## src/rtl/loader_pkg.sv

```systemverilog
// Shared definitions for the program loader: state encoding, stream field widths
// and the length-field legality check.
package loader_pkg;

  localparam int LEN_W          = 16;
  localparam int BYTES_PER_WORD = 4;
  localparam int WORD_W         = 8 * BYTES_PER_WORD;
  localparam int BCNT_W         = $clog2(BYTES_PER_WORD);

  typedef enum logic [2:0] {
    ST_LEN,
    ST_DATA,
    ST_WRITE,
    ST_DONE,
    ST_ERR
  } state_e;

  // A stream announcing zero words or more than the memory holds is rejected.
  function automatic logic len_invalid(input logic [LEN_W-1:0] n, input int depth);
    return (n == '0) || (int'(n) > depth);
  endfunction

endpackage

```

## src/rtl/program_loader_if.sv

```systemverilog
// Byte-stream input and instruction-memory write port of the program loader,
// plus its run/status outputs. The master side feeds bytes and observes.
interface program_loader_if import loader_pkg::*; #(
  parameter int ADDR_W = 64
);

  logic              rx_valid;
  logic [7:0]        rx_data;
  logic              rx_ready;
  logic              imem_we;
  logic [ADDR_W-1:0] imem_addr;
  logic [WORD_W-1:0] imem_data;
  logic              cpu_run;
  logic              busy;
  logic              err;

  modport master (
    output rx_valid, rx_data,
    input  rx_ready, imem_we, imem_addr, imem_data, cpu_run, busy, err
  );

  modport slave (
    input  rx_valid, rx_data,
    output rx_ready, imem_we, imem_addr, imem_data, cpu_run, busy, err
  );

endinterface

```

## src/rtl/byte_packer.sv

```systemverilog
// Assembles little-endian bytes into words; flags the byte that completes a word
// and presents the completed word combinationally alongside it.
module byte_packer import loader_pkg::*; (
  input  logic              clk,
  input  logic              rst_n,
  input  logic              accept,
  input  logic [7:0]        byte_in,
  output logic              word_done,
  output logic [WORD_W-1:0] word_next
);

  logic [BCNT_W-1:0] cnt_q, cnt_d;
  logic [WORD_W-1:0] shreg_q, shreg_d;

  // Right shift so the first byte received ends up in the least-significant lane.
  always_comb begin
    cnt_d     = cnt_q;
    shreg_d   = shreg_q;
    word_next = {byte_in, shreg_q[WORD_W-1:8]};
    word_done = accept && (cnt_q == BCNT_W'(BYTES_PER_WORD - 1));
    if (accept) begin
      cnt_d   = cnt_q + 1'b1;
      shreg_d = word_next;
    end
  end

  always_ff @(posedge clk) begin
    if (!rst_n) cnt_q <= '0;
    else        cnt_q <= cnt_d;
  end

  always_ff @(posedge clk) begin
    shreg_q <= shreg_d;
  end

endmodule

```

## src/rtl/program_loader.sv

```systemverilog
// Boot loader: receives a length-prefixed byte stream, writes each assembled word
// to instruction memory, then releases the CPU (or parks in ERR on a bad length).
module program_loader import loader_pkg::*; #(
  parameter int DEPTH  = 64,
  parameter int ADDR_W = 64
) (
  input logic             clk,
  input logic             rst_n,
  program_loader_if.slave bus
);

  state_e            state_q, state_d;
  logic              len_byte_q, len_byte_d;
  logic [7:0]        len_lo_q, len_lo_d;
  logic [LEN_W-1:0]  n_q, n_d;
  logic [LEN_W-1:0]  idx_q, idx_d;
  logic [ADDR_W-1:0] addr_q, addr_d;
  logic [WORD_W-1:0] data_q, data_d;

  logic              pack_accept;
  logic              word_done;
  logic [WORD_W-1:0] word_next;
  logic [LEN_W-1:0]  n_rx;

  assign n_rx        = {bus.rx_data, len_lo_q};
  assign pack_accept = rst_n && bus.rx_valid && (state_q == ST_DATA);

  byte_packer u_packer (
    .clk       (clk),
    .rst_n     (rst_n),
    .accept    (pack_accept),
    .byte_in   (bus.rx_data),
    .word_done (word_done),
    .word_next (word_next)
  );

  always_comb begin
    state_d    = state_q;
    len_byte_d = len_byte_q;
    len_lo_d   = len_lo_q;
    n_d        = n_q;
    idx_d      = idx_q;
    addr_d     = addr_q;
    data_d     = data_q;
    unique case (state_q)
      ST_LEN: begin
        if (bus.rx_valid) begin
          if (!len_byte_q) begin
            len_lo_d   = bus.rx_data;
            len_byte_d = 1'b1;
          end else begin
            n_d        = n_rx;
            len_byte_d = 1'b0;
            state_d    = len_invalid(n_rx, DEPTH) ? ST_ERR : ST_DATA;
          end
        end
      end
      // Address and data are captured only here, so they stay put outside WRITE.
      ST_DATA: begin
        if (word_done) begin
          addr_d  = ADDR_W'({idx_q, BCNT_W'(0)});
          data_d  = word_next;
          state_d = ST_WRITE;
        end
      end
      ST_WRITE: begin
        idx_d   = idx_q + 1'b1;
        state_d = (idx_d == n_q) ? ST_DONE : ST_DATA;
      end
      ST_DONE: ;
      ST_ERR:  ;
      default: state_d = ST_LEN;
    endcase
  end

  always_ff @(posedge clk) begin
    if (!rst_n) begin
      state_q    <= ST_LEN;
      len_byte_q <= 1'b0;
      n_q        <= '0;
      idx_q      <= '0;
      addr_q     <= '0;
      data_q     <= '0;
    end else begin
      state_q    <= state_d;
      len_byte_q <= len_byte_d;
      n_q        <= n_d;
      idx_q      <= idx_d;
      addr_q     <= addr_d;
      data_q     <= data_d;
    end
  end

  always_ff @(posedge clk) begin
    len_lo_q <= len_lo_d;
  end

  // Outputs are forced low while rst_n is held, including before the first edge.
  assign bus.rx_ready  = rst_n && ((state_q == ST_LEN) || (state_q == ST_DATA));
  assign bus.imem_we   = rst_n && (state_q == ST_WRITE);
  assign bus.imem_addr = rst_n ? addr_q : '0;
  assign bus.imem_data = rst_n ? data_q : '0;
  assign bus.cpu_run   = rst_n && (state_q == ST_DONE);
  assign bus.busy      = rst_n && ((state_q == ST_LEN) || (state_q == ST_DATA) ||
                                   (state_q == ST_WRITE));
  assign bus.err       = rst_n && (state_q == ST_ERR);

endmodule

```

## src/flat_wrapper.sv

```systemverilog
// flat-port wrapper written by rule: the top's interface ports become plain ports
module program_loader_flat import loader_pkg::*;
#(
  parameter int DEPTH  = 64,
  parameter int ADDR_W = 64
)
  (clk, rst_n, bus_rx_valid, bus_rx_data, bus_rx_ready, bus_imem_we, bus_imem_addr, bus_imem_data, bus_cpu_run, bus_busy, bus_err);
  program_loader_if #(.ADDR_W(ADDR_W)) bus_i ();
  input logic clk;
  input logic rst_n;
  input wire logic [$bits(bus_i.rx_valid)-1:0] bus_rx_valid;
  input wire logic [$bits(bus_i.rx_data)-1:0] bus_rx_data;
  output wire logic [$bits(bus_i.rx_ready)-1:0] bus_rx_ready;
  output wire logic [$bits(bus_i.imem_we)-1:0] bus_imem_we;
  output wire logic [$bits(bus_i.imem_addr)-1:0] bus_imem_addr;
  output wire logic [$bits(bus_i.imem_data)-1:0] bus_imem_data;
  output wire logic [$bits(bus_i.cpu_run)-1:0] bus_cpu_run;
  output wire logic [$bits(bus_i.busy)-1:0] bus_busy;
  output wire logic [$bits(bus_i.err)-1:0] bus_err;
  assign bus_i.rx_valid = bus_rx_valid;
  assign bus_i.rx_data = bus_rx_data;
  assign bus_rx_ready = bus_i.rx_ready;
  assign bus_imem_we = bus_i.imem_we;
  assign bus_imem_addr = bus_i.imem_addr;
  assign bus_imem_data = bus_i.imem_data;
  assign bus_cpu_run = bus_i.cpu_run;
  assign bus_busy = bus_i.busy;
  assign bus_err = bus_i.err;
  program_loader #(.DEPTH(DEPTH), .ADDR_W(ADDR_W)) u_core (.clk(clk), .rst_n(rst_n), .bus(bus_i));
endmodule
```

## config.mk

```make
export PLATFORM = sky130hd
export DESIGN_NAME = program_loader_flat
export DESIGN_NICKNAME = d
export VERILOG_FILES = /design/src/rtl/loader_pkg.sv /design/src/rtl/program_loader_if.sv /design/src/rtl/byte_packer.sv /design/src/rtl/program_loader.sv /design/src/flat_wrapper.sv
export SDC_FILE = /design/constraint.sdc
export NUM_CORES = 1
export LEC_CHECK = 0
export ABC_AREA = 1
export CAP_MARGIN = 15
export CORE_AREA = 3 3 120 134
export CTS_BUF_LIST = sky130_fd_sc_hd__clkbuf_16
export DETAILED_ROUTE_END_ITERATION = 8
export DIE_AREA = 0 0 123 137
export PLACE_DENSITY = 0.64
export RECOVER_POWER = 50
export SLEW_MARGIN = 20
export SYNTH_ARGS = -nofsm -noshare
export SYNTH_HDL_FRONTEND = slang
export SYNTH_SLANG_ARGS = --single-unit
```

## constraint.sdc

```tcl
create_clock -name clk -period 2.1 [get_ports clk]
set_input_delay 0.63 -clock clk [delete_from_list [all_inputs] [get_ports clk]]
set_output_delay 0.63 -clock clk [all_outputs]
set_load 0.1 [all_outputs]
```

After elaboration in Yosys (flattened, before gate mapping):

Index checks and enable logic that the tools add are counted.
Widths: inputs -> output; s select.

* word-level logic and storage cells: 51
* flip-flop bits (word level): 126
* bits of input ports: 11

* muxes and demuxes: 9
* bitwise operators: 2
* $add $sub $neg: 2
* reductions and logical operators: 19
* magnitude comparators: 1
* eq/ne operators: 9

Operators with widths (count)
* $mux 32: 1
* $mux 18: 1
* $add 16x1->16 const B: 1
* $eq 16x16->1: 1
* $gt 16x7->1 const B: 1
* $logic_not 16->1: 1
* $mux 3: 4
* $pmux 3 s4: 1
* $logic_and 1x1->1: 8
* $eq 3x2->1 const B: 2
* $reduce_and 3->1: 2
* $ne 2x2->1 const B: 2
* $reduce_and 2->1: 2
* $reduce_and 4->1: 1
* $eq 3x1->1 const B: 1
* $eq 3x3->1 const B: 1
* $logic_not 3->1: 1
* $logic_or 1x1->1: 3
* $add 2x1->2 const B: 1
* $eq 2x2->1 const B: 1
* $mux 2: 1
* $ne 2x1->1 const B: 1
* $not 1->1: 2
* $reduce_or 2->1: 1
* $mux 1: 1

Depth between registers and ports, before layout:

Gate-level depths: netlist of run 1.

* depth in word-level cells: 6
* gate-level depth with buffers: 14
* depth with buffers taken out: 14

Modules after synthesis:

From an unflattened synthesis of run 1, not the netlist that was laid out.

* cell total of the unflattened synthesis: 732
* area, all modules: 5606.6 µm²

By module, submodules not included
* program_loader: cells each 686, instances 1, area an instance 4732.0 µm²
* byte_packer: cells each 46, instances 1, area an instance 874.6 µm²

Least setup slack after synthesis of run 1:

OpenSTA, ideal clock, no wires.

* path kind: input to register
* start: input port rst_n
* end: register u_core.state_q[1]
* stages: 11
* path buffers: 1
* arrival time: 3.033 ns
* data required time: 2.033 ns
* path slack: -1.001 ns
* cell sequence: buf_2 -> inv_2 -> nor2_2 -> nand3_1 -> inv_2 -> nand2_2 -> a21oi_1 -> inv_1 -> nor2_1 -> nand2_1 -> a21oi_2

* word-level cells in the longest chain between the ends: 5

Ends and longest elaborated chain
* start: declaration: RTL line flat_wrapper.sv:10 `input logic rst_n;`
* $logic_and 1x1->1 (2 in series): RTL line program_loader.sv:26 `assign pack_accept = rst_n && bus.rx_valid && (state_q == ST_DATA);`
* via u_core.pack_accept: RTL line program_loader.sv:20 `logic pack_accept;`
* $logic_and 1x1->1: RTL line byte_packer.sv:20 `word_done = accept && (cnt_q == BCNT_W'(BYTES_PER_WORD - 1));`
* $ne 2x2->1 (no source line)
* $reduce_and 4->1 (no source line)
* end signal: assignment: RTL line program_loader.sv:85 `state_q <= state_d;`
* end: declaration: RTL line program_loader.sv:12 `state_e state_q, state_d;`

The timed path passes the listed nets, and every way through them passes these cells.
A chain may end at the register's enable or synchronous reset.

Worst setup path after layout of run 1:

* start: register u_core.state_q[0]
* end: output port bus_busy

* word-level cells in the longest chain between the ends: 4

Ends and longest elaborated chain
* $eq 3x1->1 / $logic_not 3->1 (equally long branches): RTL line program_loader.sv:104 `assign bus.busy = rst_n && ((state_q == ST_LEN) || (state_q == ST_DATA) ||`
* $logic_or 1x1->1: RTL line program_loader.sv:104
* $logic_or 1x1->1 (*): RTL line program_loader.sv:104
* $logic_and 1x1->1 (*): RTL line program_loader.sv:104
* end: declaration: RTL line flat_wrapper.sv:18 `output wire logic [$bits(bus_i.busy)-1:0] bus_busy;`

Every way passes the cells marked *; elsewhere a longest branch is shown, timed or not.

==> metrics.cfg, run 1 <==
[placed_design]
hpwl_mm = 9.86
place.gp.congestion = 0.870
dp_cells = 1000
io_buffers = 63
dpl-instance-area_sq_um = 7350

[clock_network]
cts_tree = yes
cts_num_sinks = 118
cts_made_buffers = 17
htreeDepth = 4
insertion_delay_ns = 0.41
clk_pin_slew_ns = 0.06
clk_path_buf_depth = 2
root_buffer = clkbuf_16

[layout]
fillers = 1341
fin_cells = 1034
multi_input_area_sq_um = 2310
areaGrowthSynthToFinish_pct = 42.6
drive_gt1_frac = 0.264
num_antenna_cells = 0
postLayoutCoreUtil = 0.534
seq_area_sq_um = 2690
final_area_sq_um = 7950
final_nets = 838

[sta]
fmax_mhz = 497
hold_viol_final = 0
rsz0062_at_grt = true
fin_crit_sh = 0.958
drv_slew = 0
finClkSkew_ns = 0.00906
hold_ws_ns = 0.439
setup_violations = 0
post-route-min-period_ns = 2.01

[logic_synthesis]
synthArstFlopShare = 0
synth_top_area_frac = 0.309
yosys_warnings = 0
syn_avg_cell_area_sq_um = 7.57
synth_seq_area_share = 0.481
synth.distinct_cells = 29
synth-main-ff-cell = dfxtp_1
synth_top_cell_by_area = dfxtp_1
ys_ff_latch = 118
synthTopCellsByArea = dfxtp_1, edfxtp_1, nand2_1, inv_1, o21ai_0
syn_inst = 736
synth_area_sq_um = 5570
yosysMostFrequentCell = nand2_1
synth_commonest_cells = nand2_1, inv_1, nor2_1
synth_edf_count = 32

[grt]
track_usage = 0.166
grt_pass1_vias = 4547
grt_pass1_wl_mm = 21.8
grt_max_degree = 39
antenna_found_initial = 0
grt_overflow = 0

[floorplan]
core_sq_um = 14900
die_x_um = 123
rows = 47
die_area_sq_um = 16900
initial_core_util = 0.375
die_h_um = 137
io_pins = 112

[drt]
route.detailed.drc = 0
dr.pass1.iters = 4
viasPerCell = 4.66
via_count = 4816
drtIter0Drc = 345
finalWirelength_mm = 13.5
ant_nets = 0
wl_per_cell_um = 13.1

[worst_hold_path]
min_to = u_core.u_packer.shreg_q[10]$_DFFE_PP_
min_from = u_core.u_packer.shreg_q[18]$_DFFE_PP_
holdCritPathClass = flip-flop to flip-flop
hold_depth = 0

[worst_setup_path]
crit_chain = inv_2, nand3_2, inv_2, nor2_4, nor2_4, buf_12
reg2reg_slack_ns = 0.19
r2r_cells = 13
reg2reg_to = u_core.state_q[1]$_SDFFE_PN0P_
worstSetupPathType = flip-flop to primary output
worstPathRequired_ns = 1.47
worstSetupEndpointType = primary output
path_buf_inv = 3
crit_family = flip-flops
arrival_ns = 1.38
startpoint_type = flip-flop
crit_path_top_delay_cell = dfxtp_4
max_stage_delay_ns = 0.37
r2r_start = u_core.idx_q[0]$_SDFFE_PN0N_
path_max_fanout = 5

[power_and_ir_drop]
clockPowerShare = 0.396
finalPower_mw = 6.99
p_int_mw = 4.65
switching_share = 0.335
combinationalPowerShare = 0.213
p_seq_frac = 0.391
power_density_nw_per_um2 = 880
ir_drop_v = 0.000743
p_leak_nw = 2.94
switchingPower_mw = 2.34

[status]
status = finished clean

[flow_run]
maxCapViolations = 0

==> per-stage QoR <==
step                setup slack [ns]  TNS [ns]
finish                        0.0881         0
global route                -0.00993  -0.00993
CTS                           0.0152         0
detailed placement            -0.149    -0.259
global placement              -0.161    -0.224
floorplan                     -0.111     -8.20
==> cell usage in the layout, fill, tap and decap left out, types with 2 or more instances in the layout <==
master	n
clkinv_4	5
nand3_1	51
dfxtp_2	4
nor3_1	2
clkinvlp_4	51
inv_8	2
buf_12	60
nor2_2	3
nor2_4	11
buf_4	22
inv_2	3
a21oi_1	41
clkbuf_16	17
dfxtp_1	81
conb_1	48
nand2_1	99
nor4_1	2
clkbuf_1	8
a31oi_1	2
nand4_1	13
clkdlybuf4s50_1	2
nor2_1	83
buf_6	2
inv_1	58
xor2_1	2
o21ai_0	74
nand2_2	25
edfxtp_1	32
dlygate4sd3_1	7
o211ai_1	8
inv_6	5
==> power by group through the flow <==
| stage | clock network [mW] | logic [mW] | registers, mW |
|---|---|---|---|
| 2_1_floorplan | 0 | 1.19 | 2.71 |
| 4_1_cts | 2.80 | 1.49 | 2.71 |
| 6_report | 2.77 | 1.49 | 2.73 |
| 3_5_place_dp | 0 | 1.46 | 2.75 |
| 3_3_place_gp | 0 | 1.45 | 2.75 |
| 5_1_grt | 2.93 | 1.63 | 2.75 |
==> routing by layer <==
layer | wire length [um] | vias up | track usage
met3 | 723 | 22 | 0.0393
met2 | 7050 | 125 | 0.297
met5 | 0 | - | 0
met4 | 296 | 0 | 0.0689
li1 | - | 2451 | -
met1 | 5450 | 2218 | 0.189
==> worst register-to-register path, delay by kind of cell (launching register included) <==
family / cells / cell delay (ns)
buffers and inverters: 1 / 0.07
and+or+nand+nor: 9 / 0.96
adders and majority gates: 1 / 0.21
AOI/OAI and AO/OA: 2 / 0.24
DFF: 1 / 0.37
==> logic make-up after synthesis <==
logic type,synth area share
buffers and inverters,0.162
other,0.000673
AND/OR/NAND/NOR,0.226
AO/OA/AOI/OAI,0.121
adder cells (fa/ha/maj),0.00449
XOR/XNOR,0.00472
flip-flops,0.481
==> final cells by class <==
type / count / share of cell area
clock inverter: 15 / 0.0186
sequential: 118 / 0.339
inverter: 112 / 0.0774
tap: 196 / 0.0309
clock buffer: 17 / 0.0535
multi-input combinational: 475 / 0.291
timing repair buffer: 101 / 0.190
==> flip-flops by register name (all words and copies together), names as in the netlist <==
| name | cells |
|---|---|
| u_core.addr_q | 16 |
| u_core.data_q | 32 |
| u_core.idx_q | 16 |
| u_core.len_byte_q | 1 |
| u_core.len_lo_q | 8 |
| u_core.n_q | 16 |
| u_core.state_q | 3 |
| u_core.u_packer.cnt_q | 2 |
| u_core.u_packer.shreg_q | 24 |
==> worst max-delay path by stage <==
stage / from / endpoint / depth (start not counted)
CTS: u_core.state_q[0]$_SDFFE_PN0P_ / bus_busy / 6
floorplan: rst_n / bus_imem_data[10] / 5
finish: u_core.state_q[0]$_SDFFE_PN0P_ / bus_busy / 6
detailed placement: bus_rx_data[3] / u_core.state_q[0]$_SDFFE_PN0P_ / 8
global placement: bus_rx_data[3] / u_core.state_q[0]$_SDFFE_PN0P_ / 8
global route: u_core.idx_q[0]$_SDFFE_PN0N_ / u_core.state_q[1]$_SDFFE_PN0P_ / 14
==> timing repair <==
| item | CTS | global route |
|---|---|---|
| endpoints found under the setup margin | 3 | 6 |
| gates resized for setup | 6 | 13 |
| hold buffers | 0 | 0 |
| pin swaps | 0 | 4 |
| setup buffers | 0 | 2 |
Note: power is estimated with default switching activity, not from simulation.
==> run 2, diff against run 1 <==
SKIP_CTS_REPAIR_TIMING = 1   (was not set)
==> run 2 against run 1 <==
Global-route usage shrank 0.052 points. Sequential power is essentially flat. Maximum frequency decreased by 1.9%. First-iteration DRC count down 3.5%. Critical path type unchanged.
==> metrics.cfg, run 2 (synthesized netlist as in run 1, its figures left out) <==
[status]
status = finished clean

[layout]
drive_gt1_frac = 0.258  ; -0.00566
top_register = u_core.data_q
largestRegisters = u_core.data_q x32, u_core.u_packer.shreg_q x24
areaGrowthSynthToFinish_pct = 42.4
fillers = 1343  ; +0.15%
final_nets = 837  ; -0.12%
num_antenna_cells = 0  ; unchanged
largest_reg_flops = 32  ; unchanged
fin_cells = 1033  ; -0.097%
mostFrequentLayoutCells = nand2_1, nor2_1, dfxtp_1, o21ai_0
final_common_cell = nand2_1
final_area_sq_um = 7930  ; -0.19%

[placed_design]
place.gp.congestion = 0.870  ; unchanged
hpwl_mm = 9.86  ; unchanged
dpl-instance-area_sq_um = 7350  ; unchanged
dp_cells = 1000  ; unchanged
io_buffers = 63  ; unchanged

[worst_setup_path]
crit_chain = nor2_2, inv_1, nor2_4, buf_12
path_max_fanout = 3  ; -2
crit_family = simple AND/OR/NAND/NOR gates
arrival_ns = 1.42  ; +0.04 ns
worstSetupEndpointType = primary output
max_stage_delay_ns = 0.33  ; -0.04 ns
crit_path_top_delay_cell = dfxtp_1
worstSetupPathType = flip-flop to primary output
path_buf_inv = 2  ; -1
worstPathRequired_ns = 1.47  ; about the same
startpoint_type = flip-flop

[sta]
worst_slew_pin_slew_ns = 1.00
rsz0062_at_grt = true
hold_viol_final = 0  ; unchanged
setup_tns_ns = 0  ; unchanged
fin_crit_sh = 0.977  ; +0.0190
setup_violations = 0  ; unchanged
finClkSkew_ns = 0.00782  ; -0.00124 ns
post-route-min-period_ns = 2.05  ; +0.0399 ns
drv_slew = 0  ; unchanged
max-slew-margin-rel = 0.331
fmax_mhz = 487  ; -1.9%

[grt]
track_usage = 0.166  ; -0.000522
grt_pass1_vias = 4529  ; -0.40%
antenna_found_initial = 0  ; unchanged
grt_max_degree = 39  ; unchanged
grt_pass1_wl_mm = 21.8  ; -0.32%
grt_overflow = 0  ; unchanged

[power_and_ir_drop]
power_density_nw_per_um2 = 879  ; about the same
ir_drop_v = 0.000742  ; about the same
p_leak_nw = 2.93  ; -0.36%

[floorplan]
io_pins = 112  ; unchanged
die_area_sq_um = 16900  ; unchanged
rows = 47  ; unchanged
core_sq_um = 14900  ; unchanged
die_h_um = 137  ; unchanged
initial_core_util = 0.375  ; unchanged
die_x_um = 123  ; unchanged

[drt]
drtIter0Drc = 333  ; -3.5%
route.detailed.drc = 0  ; unchanged
finalWirelength_mm = 13.5  ; -0.17%
viasPerCell = 4.67  ; +0.35%
dr.pass1.iters = 5  ; +1
via_count = 4828  ; +0.25%
wl_per_cell_um = 13.1  ; about the same
ant_nets = 0  ; unchanged

[clock_network]
cts_made_buffers = 17  ; unchanged
clk_path_buf_depth = 2  ; unchanged
root_buffer = clkbuf_16
cts_num_sinks = 118  ; unchanged
clk_pin_slew_ns = 0.06  ; about the same
insertion_delay_ns = 0.41  ; about the same
cts_tree = yes
htreeDepth = 4  ; unchanged

[flow_run]
maxCapViolations = 0  ; unchanged

[worst_hold_path]
holdCritPathClass = flip-flop to flip-flop

## run 2: cell types whose count changed in the layout (fill, tap and decap cells not counted), sizes merged
cell / delta
clkbuf: +1
dlygate4sd3: +1
buf: -2
clkdlybuf4s50: -1
## run 2: area by class of cell
class	count	area, sq um	area share
Timing Repair Buffer	100	1500	0.189
Sequential cell	118	2690	0.339
Clock inverter	15	148	0.0186
Inverter	112	616	0.0776
Clock buffer	17	425	0.0536
Tap cell	196	245	0.0309
Multi-Input combinational cell	475	2310	0.291
## run 2: worst paths after layout
path,end,depth (start not counted),slack (ns),start
worst max-delay path,bus_rx_ready,4,0.05,u_core.state_q[2]$_SDFFE_PN0P_
worst min-delay path,u_core.u_packer.shreg_q[10]$_DFFE_PP_,0,0.44,u_core.u_packer.shreg_q[18]$_DFFE_PP_
worst max register to register,u_core.state_q[1]$_SDFFE_PN0P_,12,0.19,u_core.idx_q[0]$_SDFFE_PN0N_
worst min register to register,u_core.u_packer.shreg_q[10]$_DFFE_PP_,0,0.44,u_core.u_packer.shreg_q[18]$_DFFE_PP_
## run 2: metal layers
layer  global-route usage  part of all wire
met2                0.296              0.53
met1                0.189              0.40
met5                    0                 0
met3               0.0393             0.047
met4               0.0689             0.024
## run 2: per-stage QoR
step | util | power, mW | setup slack, ns | hold WS [ns]
3_5_place_dp | 0.494 | 4.22 | -0.149 | 0.431
6_report | 0.533 | 6.98 | 0.0482 | 0.438
4_1_cts | 0.532 | 6.98 | -0.168 | 0.438
3_3_place_gp | 0.494 | 4.20 | -0.161 | 0.424
2_1_floorplan | - | 3.90 | -0.111 | 0.421
5_1_grt | 0.533 | 7.29 | -0.0433 | 0.451
## run 2: report_power, final
part | internal, mW | switching [mW] | total, mW
clock network | 1.65 | 1.12 | 2.78
logic | 0.412 | 1.06 | 1.48
registers | 2.57 | 0.153 | 2.73
total | 4.64 | 2.34 | 6.98
==> run 3, diff against run 2 <==
--- a/config.mk
+++ b/config.mk
@@ -9,7 +9,7 @@
 export CAP_MARGIN = 15
-export CORE_AREA = 3 3 120 134
+export CORE_AREA = 3 3 117 130
 export CTS_BUF_LIST = sky130_fd_sc_hd__clkbuf_16
 export DETAILED_ROUTE_END_ITERATION = 8
-export DIE_AREA = 0 0 123 137
-export PLACE_DENSITY = 0.64
+export DIE_AREA = 0 0 120 133
+export PLACE_DENSITY = 0.67
 export RECOVER_POWER = 50
--- a/constraint.sdc
+++ b/constraint.sdc
@@ -3,2 +3,2 @@
 set_output_delay 0.63 -clock clk [all_outputs]
-set_load 0.1 [all_outputs]
+set_load 0.005 [all_outputs]
==> run 3 against run 2 <==
Global-route usage fell by 0.50 points. Maximum frequency grew 5.0%. Largest power group unchanged. Register-to-register slack about the same. Die area down 5.3%.
==> metrics.cfg, run 3 (synthesized netlist as in run 1, its figures left out) <==
[drt]
wl_met2_mm = 6.38  ; -10%
route.detailed.drc = 0  ; unchanged
via_count = 4848  ; +0.41%
wl_met1_mm = 6.17  ; +13%
routed.top_layer = met4
dr.pass1.iters = 4  ; -1
finalWirelength_mm = 13.7  ; +1.4%
drtIter0Drc = 317  ; -4.8%
routed-wl-met3_um = 885  ; +40%
viasPerCell = 4.63  ; -0.83%
ant_nets = 0  ; unchanged
wl_per_cell_um = 13.1  ; +0.13%

[clock_network]
insertion_delay_ns = 0.41  ; about the same
cts_num_sinks = 118  ; unchanged
cts_tree = yes
htreeDepth = 4  ; unchanged
cts_made_buffers = 17  ; unchanged
root_buffer = clkbuf_16
clk_path_buf_depth = 2  ; unchanged
clk_pin_slew_ns = 0.06  ; about the same

[worst_setup_path]
worstSetupEndpointType = primary output
arrival_ns = 1.32  ; -0.10 ns
crit_chain = inv_1, nand3_2, inv_2, nor2_1, nor2_1, dlymetal6s2s_1
worstSetupPathType = flip-flop to primary output
crit_path_top_delay_cell = dfxtp_2
path_max_fanout = 5  ; +2
startpoint_type = flip-flop
max_stage_delay_ns = 0.37  ; +0.04 ns
worstPathRequired_ns = 1.47  ; about the same
cp_common_cell = nor2_1

[power_and_ir_drop]
ir_drop_v = 0.000511  ; -31%
power_density_nw_per_um2 = 891  ; +1.4%
p_leak_nw = 4.28  ; +46%

[grt]
grt_pass1_vias = 4257  ; -6.0%
grt_max_degree = 37  ; -5.1%
grt_pass1_wl_mm = 20.7  ; -5.0%
antenna_found_initial = 0  ; unchanged
grt_overflow = 0  ; unchanged
track_usage = 0.161  ; -0.00505

[floorplan]
core_sq_um = 13900  ; -6.5%
initial_core_util = 0.401  ; +0.0262
die_h_um = 133  ; -2.9%
die_area_sq_um = 16000  ; -5.3%
die_x_um = 120  ; -2.4%
io_pins = 112  ; unchanged
rows = 45  ; -4.3%

[placed_design]
dp_cells = 997  ; -0.30%
io_buffers = 63  ; unchanged
hpwl_mm = 8.93  ; -9.4%
place.gp.congestion = 0.903  ; +3.9%

[sta]
fmax_mhz = 512  ; +5.0%
finClkSkew_ns = 0.00610  ; -0.00172 ns
post-route-min-period_ns = 1.95  ; -0.0975 ns
fin_crit_sh = 0.931  ; -0.0464
setup_violations = 0  ; unchanged
drv_slew = 0  ; unchanged
rsz0062_at_grt = false
worst_slew_pin_slew_ns = 0.600  ; -0.403 ns
hold_viol_final = 0  ; unchanged
setup_tns_ns = 0  ; unchanged
max-slew-margin-rel = 0.600  ; +0.269

[layout]
areaGrowthSynthToFinish_pct = 34.5
fin_cells = 1046  ; +1.3%
num_antenna_cells = 0  ; unchanged
largestRegisters = u_core.data_q x32, u_core.u_packer.shreg_q x24
drive_gt1_frac = 0.121  ; -0.137
largest_reg_flops = 32  ; unchanged
final_nets = 858  ; +2.5%
top_register = u_core.data_q
mostFrequentLayoutCells = nand2_1, inv_1, nor2_1, dfxtp_1, o21ai_0
final_common_cell = nand2_1

[flow_run]
maxCapViolations = 0  ; unchanged

[worst_hold_path]
holdCritPathClass = flip-flop to flip-flop

[status]
status = finished clean

[run 3: cell types whose count changed in the layout (fill, tap and decap cells not counted), moves of 3 or more]
cell / delta
clkbuf_16: +6
clkinvlp_4: -49
nand2_1: +21
inv_2: +3
inv_1: +47
dlymetal6s2s_1: +53
nor2_1: +7
nor2_4: -5
buf_12: -54
nand2_2: -20
clkbuf_1: +3
buf_4: +8
[run 3: worst paths after layout]
kind                                                             from                                    to  slack, ns  depth (start not counted)
worst max-delay path                   u_core.state_q[0]$_SDFFE_PN0P_                              bus_busy       0.15                          6
worst max register to register           u_core.idx_q[1]$_SDFFE_PN0N_        u_core.state_q[1]$_SDFFE_PN0P_       0.19                         11
worst min-delay path            u_core.u_packer.shreg_q[17]$_DFFE_PP_  u_core.u_packer.shreg_q[9]$_DFFE_PP_       0.45                          0
worst min register to register  u_core.u_packer.shreg_q[17]$_DFFE_PP_  u_core.u_packer.shreg_q[9]$_DFFE_PP_       0.45                          0
[run 3: cell type report]
| type | count | area [sq um] |
|---|---|---|
| clock inverters | 14 | 171 |
| clock buffers | 18 | 450 |
| flip-flops and latches | 118 | 2690 |
| well taps | 188 | 235 |
| repair buffers | 120 | 1340 |
| fillers | 1321 | 6410 |
| multi-input cells | 476 | 2190 |
| inverters | 112 | 422 |
[run 3: routing by layer]
| metal | vias to the layer above | track usage |
|---|---|---|
| met5 | - | 0 |
| met4 | 0 | 0.0643 |
| met3 | 15 | 0.0410 |
| met2 | 164 | 0.250 |
| met1 | 2182 | 0.213 |
| li1 | 2487 | - |
[run 3: stage by stage]
stage           util  setup WS (ns)  cell area, sq um  hold slack, ns  power [mW]
2_1_floorplan      -         0.0211              5750           0.421        3.37
3_3_place_gp   0.469        -0.0892              6530           0.428        3.64
3_5_place_dp   0.469         -0.107              6530           0.429        3.66
4_1_cts        0.514         -0.285              7150           0.444        6.66
5_1_grt        0.539         0.0165              7490           0.451        6.96
6_report       0.539          0.146              7490           0.446        6.68
[run 3: power breakdown]
group	total, mW	internal (mW)	switching [mW]
logic	0.949	0.375	0.574
registers	2.71	2.57	0.143
clock network	3.02	1.94	1.08
[run 3: worst max-delay path: cells and delay by family (launching register included)]
kind / cells / cell delay (ns)
buffers and inverters: 3 / 0.26
DFF: 1 / 0.37
and+or+nand+nor: 3 / 0.29
